### src/rtl/imem_loader.sv
// Instruction-memory loader: assembles big-endian 16-bit words from a byte stream and writes them out.
// Define IMEM_LOADER_CHECKSUM_EN to require a trailing XOR checksum byte before releasing the CPU.
module imem_loader #(
    parameter int ADDR_W   = 8,
    parameter int LOAD_LEN = 256
) (
    input  logic              clk,
    input  logic              rst_n,
    input  logic              start,
    input  logic              in_valid,
    input  logic [7:0]        in_data,
    output logic              in_ready,
    output logic              wr_en,
    output logic [ADDR_W-1:0] wr_addr,
    output logic [15:0]       wr_data,
    output logic              busy,
    output logic              done,
    output logic [ADDR_W:0]   word_count,
    output logic              cpu_run,
    output logic              checksum_ok
);

    typedef enum logic [2:0] {
        S_IDLE,
        S_HI,
        S_LO,
        S_WRITE,
`ifdef IMEM_LOADER_CHECKSUM_EN
        S_CHK,
`endif
        S_DONE
    } state_t;

    localparam logic [ADDR_W:0] LOAD_LEN_W = (ADDR_W+1)'(LOAD_LEN);

    state_t            state_q, state_d;
    logic [ADDR_W-1:0] wr_addr_q, wr_addr_d;
    logic [15:0]       wr_data_q, wr_data_d;
    logic [ADDR_W:0]   word_count_q, word_count_d;
    logic              xfer;

`ifdef IMEM_LOADER_CHECKSUM_EN
    logic [7:0] csum_q, csum_d;
    logic       chk_ok_q, chk_ok_d;
`endif

    assign xfer = in_valid && in_ready;

    // NOTE: every signal written here gets a default first, so no latch can be inferred.
    always_comb begin
        state_d      = state_q;
        wr_addr_d    = wr_addr_q;
        wr_data_d    = wr_data_q;
        word_count_d = word_count_q;
        in_ready     = 1'b0;
        wr_en        = 1'b0;
`ifdef IMEM_LOADER_CHECKSUM_EN
        csum_d       = csum_q;
        chk_ok_d     = chk_ok_q;
`endif

        case (state_q)
            S_IDLE, S_DONE: begin
                if (start) begin
                    state_d      = S_HI;
                    wr_addr_d    = '0;
                    word_count_d = '0;
`ifdef IMEM_LOADER_CHECKSUM_EN
                    csum_d       = 8'h00;
                    chk_ok_d     = 1'b0;
`endif
                end
            end
            S_HI: begin
                in_ready = 1'b1;
                if (xfer) begin
                    wr_data_d[15:8] = in_data;
                    state_d         = S_LO;
`ifdef IMEM_LOADER_CHECKSUM_EN
                    csum_d          = csum_q ^ in_data;
`endif
                end
            end
            S_LO: begin
                in_ready = 1'b1;
                if (xfer) begin
                    wr_data_d[7:0] = in_data;
                    state_d        = S_WRITE;
`ifdef IMEM_LOADER_CHECKSUM_EN
                    csum_d         = csum_q ^ in_data;
`endif
                end
            end
            S_WRITE: begin
                wr_en        = 1'b1;
                wr_addr_d    = wr_addr_q + 1'b1;
                word_count_d = word_count_q + 1'b1;
                // word_count_d already holds the post-write count, so this is the last-word test.
                if (word_count_d == LOAD_LEN_W) begin
`ifdef IMEM_LOADER_CHECKSUM_EN
                    state_d = S_CHK;
`else
                    state_d = S_DONE;
`endif
                end else begin
                    state_d = S_HI;
                end
            end
`ifdef IMEM_LOADER_CHECKSUM_EN
            S_CHK: begin
                in_ready = 1'b1;
                if (xfer) begin
                    chk_ok_d = (csum_q == in_data);
                    state_d  = S_DONE;
                end
            end
`endif
            default: state_d = S_IDLE;
        endcase
    end

    // NOTE: sequential state uses non-blocking assignments so every flop samples pre-edge values.
    always_ff @(posedge clk or negedge rst_n) begin
        if (!rst_n) begin
            state_q      <= S_IDLE;
            wr_addr_q    <= '0;
            wr_data_q    <= '0;
            word_count_q <= '0;
        end else begin
            state_q      <= state_d;
            wr_addr_q    <= wr_addr_d;
            wr_data_q    <= wr_data_d;
            word_count_q <= word_count_d;
        end
    end

`ifdef IMEM_LOADER_CHECKSUM_EN
    always_ff @(posedge clk or negedge rst_n) begin
        if (!rst_n) begin
            csum_q   <= 8'h00;
            chk_ok_q <= 1'b0;
        end else begin
            csum_q   <= csum_d;
            chk_ok_q <= chk_ok_d;
        end
    end

    assign checksum_ok = chk_ok_q;
`else
    assign checksum_ok = 1'b1;
`endif

    assign wr_addr    = wr_addr_q;
    assign wr_data    = wr_data_q;
    assign word_count = word_count_q;
    assign done       = (state_q == S_DONE);
    assign busy       = (state_q != S_IDLE) && (state_q != S_DONE);
    assign cpu_run    = done && checksum_ok;

endmodule

### config.mk
export PLATFORM = sky130hd
export DESIGN_NAME = imem_loader
export DESIGN_NICKNAME = d
export VERILOG_FILES = /design/src/rtl/imem_loader.sv
export SDC_FILE = /design/constraint.sdc
export NUM_CORES = 1
export LEC_CHECK = 0
export ABC_AREA = 0
export BUFFER_PORTS_ARGS = -buffer_cell sky130_fd_sc_hd__buf_2
export CAP_MARGIN = 20
export CORE_MARGIN = 3
export CORE_UTILIZATION = 46
export DETAILED_ROUTE_END_ITERATION = 7
export PLACE_DENSITY = 0.74
export SETUP_SLACK_MARGIN = 0.5
export SYNTH_ARGS = -nofsm -noshare
export SYNTH_HDL_FRONTEND = slang
export SYNTH_SLANG_ARGS = --single-unit
### constraint.sdc
create_clock -name clk -period 1.5 [get_ports clk]
set_input_delay 0.225 -clock clk [delete_from_list [all_inputs] [get_ports clk]]
set_output_delay 0.225 -clock clk [all_outputs]
set_load 0.005 [all_outputs]
==> results.toml, run 1 <==
[status]
violations = "hold timing, setup timing"
status = "finished, violations left"

[job]
maxCapViolCount = 0

[hold_path]
min_path_type = "primary input to asynchronous set/reset pin"

[floorplanning]
io_pins = 51
core_um2 = 3520
fp.dieW_um = 68.0
initial_utilization_pct = 50.3
num_rows = 21
dieArea_um2 = 4630
die_h_um = 68.0

[global_route]
grt_pass1_vias = 1788
grt_antenna_before_repair = 0
grt_remaining_overflow = 0
grt_start_max_net_pins = 29
grt_use_total_pct = 26.3
grt_pass1_wl_um = 8830

[placed_design]
gp_congestion = 0.838
dp_hpwl_um = 2880
portBuffers = 49
dpl_cell_area_um2 = 2220
dp_slack_ns = 0.0108
dp.cells = 259

[route]
postRouteAntennaNets = 0
wl_per_cell_um = 19.3
dr_total_vias = 1820
route.detailed.drc = 0
firstDrtPassIters = 4
vias_per_cell = 5.53
wirelength_um = 6360
drtIter0Drc = 88

[clock_tree]
cts_tree = "yes"
cts_made_buffers = 5
clk_pin_slew_ns = 0.07
clock_sinks = 36
clk_latency_ns = 0.30
clock_path_buffers = 2
clk_root_buffer_cell = "clkbuf_8"
htreeDepth = 2

[power_and_ir_drop]
internal_power_w = 0.00354
p_sw_share_pct = 34.5
power.total_w = 0.00540
power.net_switching_w = 0.00186
p_per_area_nw_per_um2 = 1730
clockPowerShare_pct = 13.7
ir_drop_v = 0.00103
comb_power_share_pct = 57.9
seqPwrFrac_pct = 28.4
power.leakage_nw = 1.52

[sta]
hold_ws_ns = -0.0579
worst_slack_ns = -0.177
clock_skew_ns = 0.00611
setup_violations = 17
max_freq_mhz = 596
rsz0062_at_grt = "yes"
hold_violations = 26
period_share_pct = 112
relSlewSlack_pct = 57.6
finalMaxSlewViolations = 0
tightest_slew_ns = 0.637
fin_crit_ns = 1.68

[finish]
stdcell_count = 329
area_growth_pct = 76.1
final_area_um2 = 3120
final_nets = 297
final_util_pct = 88.6
fillCellCount = 148
drive_gt1_share_pct = 70.7
antenna_cells = 0

[synthesis]
synth-main-ff-cell = "dfrtp_1"
synthMostInstantiatedCell = "dfrtp_1"
yosys_warnings = 0
synth_common_cells = "36 x dfrtp_1, 18 x nand2_1, 16 x mux2_2"
yosysTopAreaCell = "dfrtp_1"
yosysSeqAreaShare_pct = 50.9
synthDistinctLibCells = 41
syn-cell-area_um2 = 1770
synth.area.top_cells = "dfrtp_1 51%, mux2_2 10%, nand2_1 3.8%"
synth_edf_count = 0
synthCells = 162
synth.avg_cell_area_um2 = 10.9
synth_nets = 177
synth.ff_latch_count = 36
yosysTopAreaCellShare_pct = 50.9
synthArstFlopShare_pct = 100

[worst_setup_path]
crit_path_end_kind = "flip-flop"
worstPathRequired_ns = 1.65
critical_path_peak_fanout = 3
cp-start-kind = "flip-flop"
crit_type = "flip-flop to flip-flop"
r2r_cells = 6
arrival_ns = 1.83
[sequential cells by signal (all words and copies together), names as in the netlist]
register / count
word_count: 9
state_q: 3
wr_addr: 8
wr_data: 16
[cell families (layout without fill, tap and decap cells)]
kind of cell / after synthesis / after routing / share of synthesized area [%]
AO/OA/AOI/OAI: 31 / 31 / 11.1
XOR/XNOR: 5 / 5 / 2.47
buffers and inverters: 10 / 131 / 4.59
other: 1 / 1 / 0.212
multiplexers: 19 / 19 / 11.9
flip-flops: 36 / 36 / 50.9
adder cells (fa/ha/maj): 3 / 3 / 2.12
AND/OR/NAND/NOR: 57 / 57 / 16.7
[cells in the final DEF, fill, tap and decap left out, drive strengths merged, types with 3 or more instances in the layout]
cell	count
nand3	10
mux2	16
xor2	4
a21oi	3
mux2i	3
buf	121
nor2	14
ha	3
dfrtp	36
nand2	18
nand4	3
o21ai	19
clkbuf	6
[metal layers]
layer / up-vias / GRT usage (%) / part of all wire, %
li1: 802 / - / -
met5: - / 0 / 0
met2: 83 / 46.5 / 53
met1: 910 / 30.0 / 37
met4: 0 / 11.7 / 4.3
met3: 25 / 6.08 / 6.1
[area by class of cell]
type | count | area [um^2] | area share (%)
Clock buffer | 6 | 82.6 | 2.65
Clock inverter | 2 | 10.0 | 0.321
Inverter | 2 | 15.0 | 0.482
Multi-Input combinational cell | 116 | 1050 | 33.8
Sequential cell | 36 | 915 | 29.3
Tap cell | 46 | 57.6 | 1.85
Timing Repair Buffer | 121 | 983 | 31.5
[power groups by stage]
stage | registers, W | logic, W | clock network, W
after floorplan | 0.00156 | 0.00108 | 0
after global placement | 0.00152 | 0.00160 | 0
after detailed placement | 0.00156 | 0.00163 | 0
after CTS | 0.00153 | 0.00269 | 0.000720
after global routing | 0.00156 | 0.00332 | 0.000785
final | 0.00154 | 0.00313 | 0.000741
[repair_timing]
item | in CTS | in global routing
pin swaps | 13 | 7
setup buffers | 40 | 21
hold endpoints to repair | 26 | 26
gates resized for setup | 45 | 21
setup endpoints to repair | 73 | 73
gates cloned | 1 | 0
[critical path, cell delays in order, from the launching register on]
cell and delay (ns):
dfrtp_2 0.45, buf_6 0.13, nand2_2 0.06, xor2_1 0.21, a31oi_2 0.15, nor4_4 0.34
a41oi_2 0.19
[per-stage QoR]
stage	setup TNS (ns)	hold WS, ns
5_1_grt	-1.92	-0.0102
3_3_place_gp	0	0.264
2_1_floorplan	0	-0.0706
6_report	-0.890	-0.0579
4_1_cts	-0.00872	-0.0321
3_5_place_dp	0	0.282
[path summary, 6_finish.rpt]
path,endpoint,slack (ns),from
setup / recovery,state_q[0]$_DFFE_PN0P_,-0.18,word_count[0]$_DFFE_PN0P_
hold / removal,wr_data[6]$_DFFE_PN0P_,-0.06,rst_n
setup reg to reg,state_q[0]$_DFFE_PN0P_,-0.18,word_count[0]$_DFFE_PN0P_
hold reg to reg,wr_data[9]$_DFFE_PN0P_,0.52,wr_data[9]$_DFFE_PN0P_
max in group asynchronous,wr_data[9]$_DFFE_PN0P_,1.02,rst_n
min in group clk,wr_data[12]$_DFFE_PN0P_,0.17,in_data[4]
Note: power is estimated with default switching activity, not from simulation.
==> run 2: changes to the inputs <==
CAP_MARGIN = default   (was 20)
CORE_MARGIN = 5   (was 3)
==> results.toml, run 2 (synthesis gave the netlist of run 1 again) <==
[route]
route.detailed.drc = 0
wirelength_um = 5440
vias_per_cell = 5.23
firstDrtPassIters = 4
wl_met2_um = 2840
dr.max_layer_used = "met4"
drtIter0Drc = 62
wl_per_cell_um = 16.9
dr_wl_met3_um = 313
wl_met1_um = 2160
postRouteAntennaNets = 0
dr_total_vias = 1680

[power_and_ir_drop]
power.leakage_nw = 1.46
p_per_area_nw_per_um2 = 1730
clockPowerShare_pct = 16.4
seqPwrFrac_pct = 29.8
internal_power_w = 0.00346
ir_drop_v = 0.00129
p_sw_share_pct = 33.2
power.net_switching_w = 0.00172
comb_power_share_pct = 53.8

[floorplanning]
core_um2 = 3690
fp.dieW_um = 72.0
dieArea_um2 = 5190
die_h_um = 72.0
num_rows = 22
initial_utilization_pct = 48.0
io_pins = 51

[worst_setup_path]
worstPathRequired_ns = 1.68
crit-reg2reg-launch = "state_q[0]$_DFFE_PN0P_"
r2r_slack_ns = -0.02
critical_path_peak_fanout = 5
crit_path_top_delay_cell = "dfrtp_1"
r2r_cells = 8
cp_cell_sequence = "nand2_1, or2_4, inv_6, buf_12, a21oi_4, buf_6, o21ai_2, o41ai_2"
cpPeakStageDelay_ns = 0.42
crit_path_end_kind = "flip-flop"
crit_type = "flip-flop to flip-flop"
arrival_ns = 1.69
cp-start-kind = "flip-flop"
rr_endpoint = "word_count[8]$_DFFE_PN0P_"

[job]
maxCapViolCount = 0

[finish]
largest_register_ffs = 16
area_growth_pct = 69.0
final_nets = 287
drive_gt1_share_pct = 67.8
multi_input_area_um2 = 1020
fillCellCount = 218
final_cell_mix = "42 x buf_4, 39 x buf_2, 26 x dfrtp_1"
antenna_cells = 0
seq_area_um2 = 913
final_common_cell = "buf_4"
final_area_um2 = 2990
stdcell_count = 321
final_util_pct = 81.1

[hold_path]
worstHoldEndpoint = "wr_data[9]$_DFFE_PN0P_"
min_path_type = "primary input to flip-flop"
hold_start = "in_data[1]"
hold_path_depth = 2

[placed_design]
dp.cells = 265
portBuffers = 49
dp_hpwl_um = 2940
dpl_cell_area_um2 = 2260
gp_congestion = 0.794

[clock_tree]
cts_tree = "yes"
clk_pin_slew_ns = 0.07
clock_sinks = 36
htreeDepth = 2
cts_made_buffers = 5
clk_root_buffer_cell = "clkbuf_8"
clk_latency_ns = 0.29
clock_path_buffers = 2

[status]
status = "finished, violations left"
violations = "setup timing"

[sta]
max_freq_mhz = 659
setup_violations = 2
setup_tns_ns = -0.0351
period_share_pct = 101
worst_slack_ns = -0.0176
rsz0062_at_grt = "yes"
clock_skew_ns = 0.00638
hold_violations = 0
fin_crit_ns = 1.52
finalMaxSlewViolations = 0

[global_route]
grt_start_max_net_pins = 37
grt_antenna_before_repair = 0
grt_pass1_wl_um = 7760
grt_use_total_pct = 19.5
grt_pass1_vias = 1619
grt_remaining_overflow = 0
==> run 2: cell type report <==
cell class | count | share of cell area (%)
Multi-Input combinational cell | 116 | 34.2
Sequential cell | 36 | 30.5
Timing Repair Buffer | 111 | 29.3
Clock buffer | 6 | 2.42
Tap cell | 48 | 2.01
Clock inverter | 2 | 1.17
Inverter | 2 | 0.418
==> run 2: per-stage QoR <==
| step | worst slack, ns | power, W | hold slack [ns] |
|---|---|---|---|
| after global routing | -0.0743 | 0.00547 | 0.177 |
| after detailed placement | 0.00622 | 0.00326 | 0.202 |
| after global placement | 0.0356 | 0.00322 | 0.201 |
| after CTS | -0.00681 | 0.00475 | 0.176 |
| after floorplan | 0.0989 | 0.00264 | -0.0706 |
| final | -0.0176 | 0.00519 | 0.181 |
==> run 2: worst max-delay path, delay by kind of cell, from the launching register on <==
kind | cells | cell delay, ns
and+or+nand+nor | 2 | 0.36
AOI/OAI and AO/OA | 3 | 0.27
DFF | 1 | 0.42
buffers and inverters | 3 | 0.34
==> run 2: per-layer routing <==
metal	track usage (%)	vias up
li1	-	782
met3	5.40	14
met4	8.56	0
met5	0	-
met2	33.5	54
met1	22.8	830
==> run 2: power by group through the flow <==
stage | logic (W) | registers [W] | clock network (W)
floorplan | 0.00108 | 0.00156 | 0
global placement | 0.00168 | 0.00154 | 0
detailed placement | 0.00170 | 0.00156 | 0
CTS | 0.00236 | 0.00153 | 0.000863
global route | 0.00297 | 0.00158 | 0.000909
finish | 0.00279 | 0.00155 | 0.000851
==> run 2: how the worst max path moves through the flow <==
stage,startpoint,to,slack (ns),depth (start not counted)
finish,state_q[0]$_DFFE_PN0P_,word_count[8]$_DFFE_PN0P_,-0.02,8
global route,state_q[0]$_DFFE_PN0P_,word_count[8]$_DFFE_PN0P_,-0.07,8
CTS,word_count[0]$_DFFE_PN0P_,state_q[0]$_DFFE_PN0P_,-0.007,6
detailed placement,word_count[0]$_DFFE_PN0P_,state_q[0]$_DFFE_PN0P_,0.006,6
global placement,word_count[3]$_DFFE_PN0P_,state_q[2]$_DFFE_PN0P_,0.04,4
floorplan,word_count[0]$_DFFE_PN0P_,state_q[0]$_DFFE_PN0P_,0.1,6
==> run 2: timing repair <==
item | in CTS | in global routing
gates resized for setup | 30 | 33
setup endpoints to repair | 73 | 74
buffers inserted | 27 | 19
endpoints found under the hold margin | 36 | 0
cloned | 1 | 0
pin swaps | 9 | 10
hold buffers | 1 | 0
==> run 3: changes to the inputs <==
PLACE_DENSITY = 0.76   (was 0.74)
==> results.toml, run 3 (synthesis gave the netlist of run 1 again) <==
[status]
status = "complete, no violations"

[finish]
largest_register_ffs = 16
final_common_cell = "buf_4"
fillCellCount = 214
stdcell_count = 332
final_nets = 298
final_cell_mix = "56 x buf_4, 41 x buf_2, 25 x dfrtp_1"
drive_gt1_share_pct = 68.0
antenna_cells = 0
final_util_pct = 82.8
area_growth_pct = 72.4

[sta]
max_freq_mhz = 668
hold_violations = 0
clock_skew_ns = 0.00816
rsz0062_at_grt = "yes"
period_share_pct = 99.7
fin_crit_ns = 1.50
finalMaxSlewViolations = 0
setup_violations = 0
worst_slack_ns = 0.00386

[placed_design]
dp_hpwl_um = 2990
dp_slack_ns = 0.000322
portBuffers = 49
gp_congestion = 0.837
dp.cells = 268

[power_and_ir_drop]
power.total_w = 0.00522
ir_drop_v = 0.00103
p_per_area_nw_per_um2 = 1710
comb_power_share_pct = 54.4
power.net_switching_w = 0.00171
p_sw_share_pct = 32.8
seqPwrFrac_pct = 29.6
power.leakage_nw = 1.51
internal_power_w = 0.00351
clockPowerShare_pct = 16.0

[worst_setup_path]
rr_endpoint = "state_q[0]$_DFFE_PN0P_"
critical_path_peak_fanout = 5
cp-start-kind = "flip-flop"
r2r_cells = 6
worstPathRequired_ns = 1.65
crit_path_end_kind = "flip-flop"
r2r_slack_ns = 0.004
arrival_ns = 1.64
crit_type = "flip-flop to flip-flop"
crit-reg2reg-launch = "word_count[0]$_DFFE_PN0P_"

[floorplanning]
initial_utilization_pct = 48.0
fp.dieW_um = 72.0
num_rows = 22
io_pins = 51
dieArea_um2 = 5190
die_h_um = 72.0
core_um2 = 3690

[hold_path]
hold_path_depth = 2
min_path_type = "primary input to flip-flop"
worstHoldEndpoint = "wr_data[4]$_DFFE_PN0P_"
hold_start = "in_data[4]"

[route]
firstDrtPassIters = 4
wl_per_cell_um = 16.6
wirelength_um = 5500
drtIter0Drc = 77
route.detailed.drc = 0
dr_total_vias = 1740
postRouteAntennaNets = 0
vias_per_cell = 5.24

[clock_tree]
cts_made_buffers = 5
clk_pin_slew_ns = 0.08
clock_sinks = 36
cts_tree = "yes"
htreeDepth = 2
clk_latency_ns = 0.28
clock_path_buffers = 2
clk_root_buffer_cell = "clkbuf_8"

[global_route]
grt_pass1_wl_um = 7960
grt_start_max_net_pins = 18
grt_remaining_overflow = 0
grt_use_total_pct = 19.5
grt_antenna_before_repair = 0
grt_pass1_vias = 1691

[job]
maxCapViolCount = 0
[run 3: per-layer routing]
layer / track usage (%) / share of wire [%] / vias to the layer above / wire, um
li1: - / - / 801 / -
met1: 23.7 / 41 / 863 / 2250
met2: 34.7 / 53 / 63 / 2890
met3: 5.82 / 4.8 / 13 / 262
met4: 2.92 / 1.7 / 0 / 95
met5: 0 / 0 / - / 0
[run 3: final cells by class]
| cell class | count | area [um^2] | area share (%) |
|---|---|---|---|
| Sequential cell | 36 | 915 | 30.0 |
| Multi-Input combinational cell | 116 | 1020 | 33.4 |
| Tap cell | 48 | 60.1 | 1.97 |
| Clock buffer | 5 | 68.8 | 2.25 |
| Timing Repair Buffer | 122 | 936 | 30.7 |
| Clock inverter | 3 | 42.5 | 1.39 |
| Inverter | 2 | 12.5 | 0.410 |
[run 3: power by group through the flow]
stage	clock network [W]	logic, W	registers, W
finish	0.000835	0.00284	0.00155
global route	0.000901	0.00302	0.00160
CTS	0.000850	0.00241	0.00151
detailed placement	0	0.00176	0.00154
global placement	0	0.00173	0.00152
floorplan	0	0.00108	0.00156
[run 3: repair_timing]
item	CTS	global route
buffers inserted	36	19
resized for setup	24	29
endpoints found under the setup margin	73	73
hold buffers	1	0
hold endpoints to repair	15	0
pin swaps	5	7
[run 3: how the worst max path moves through the flow]
stage / from / cells past startpoint / slack [ns] / to
after detailed placement: word_count[3]$_DFFE_PN0P_ / 5 / 0.0003 / state_q[0]$_DFFE_PN0P_
after global routing: state_q[1]$_DFFE_PN0P_ / 3 / -0.06 / in_ready
after CTS: state_q[0]$_DFFE_PN0P_ / 3 / 0.01 / in_ready
after floorplan: word_count[0]$_DFFE_PN0P_ / 6 / 0.1 / state_q[0]$_DFFE_PN0P_
final: word_count[0]$_DFFE_PN0P_ / 6 / 0.004 / state_q[0]$_DFFE_PN0P_
after global placement: word_count[1]$_DFFE_PN0P_ / 6 / 0.05 / state_q[0]$_DFFE_PN0P_
[run 3: critical path, stage by stage (launching register included)]
cell,delay (ns)
dfrtp_2,0.47
ha_4,0.21
nand2_4,0.07
nor2_2,0.04
xor2_2,0.16
nor4_4,0.27
a41oi_2,0.15
[run 3: per-stage QoR]
step | hold WS, ns | instance area (um^2) | TNS, ns
2_1_floorplan | -0.0706 | 1900 | 0
3_3_place_gp | 0.158 | 2280 | 0
3_5_place_dp | 0.163 | 2280 | 0
4_1_cts | 0.176 | 2760 | 0
5_1_grt | 0.180 | 3050 | -0.256
6_report | 0.187 | 3050 | 0
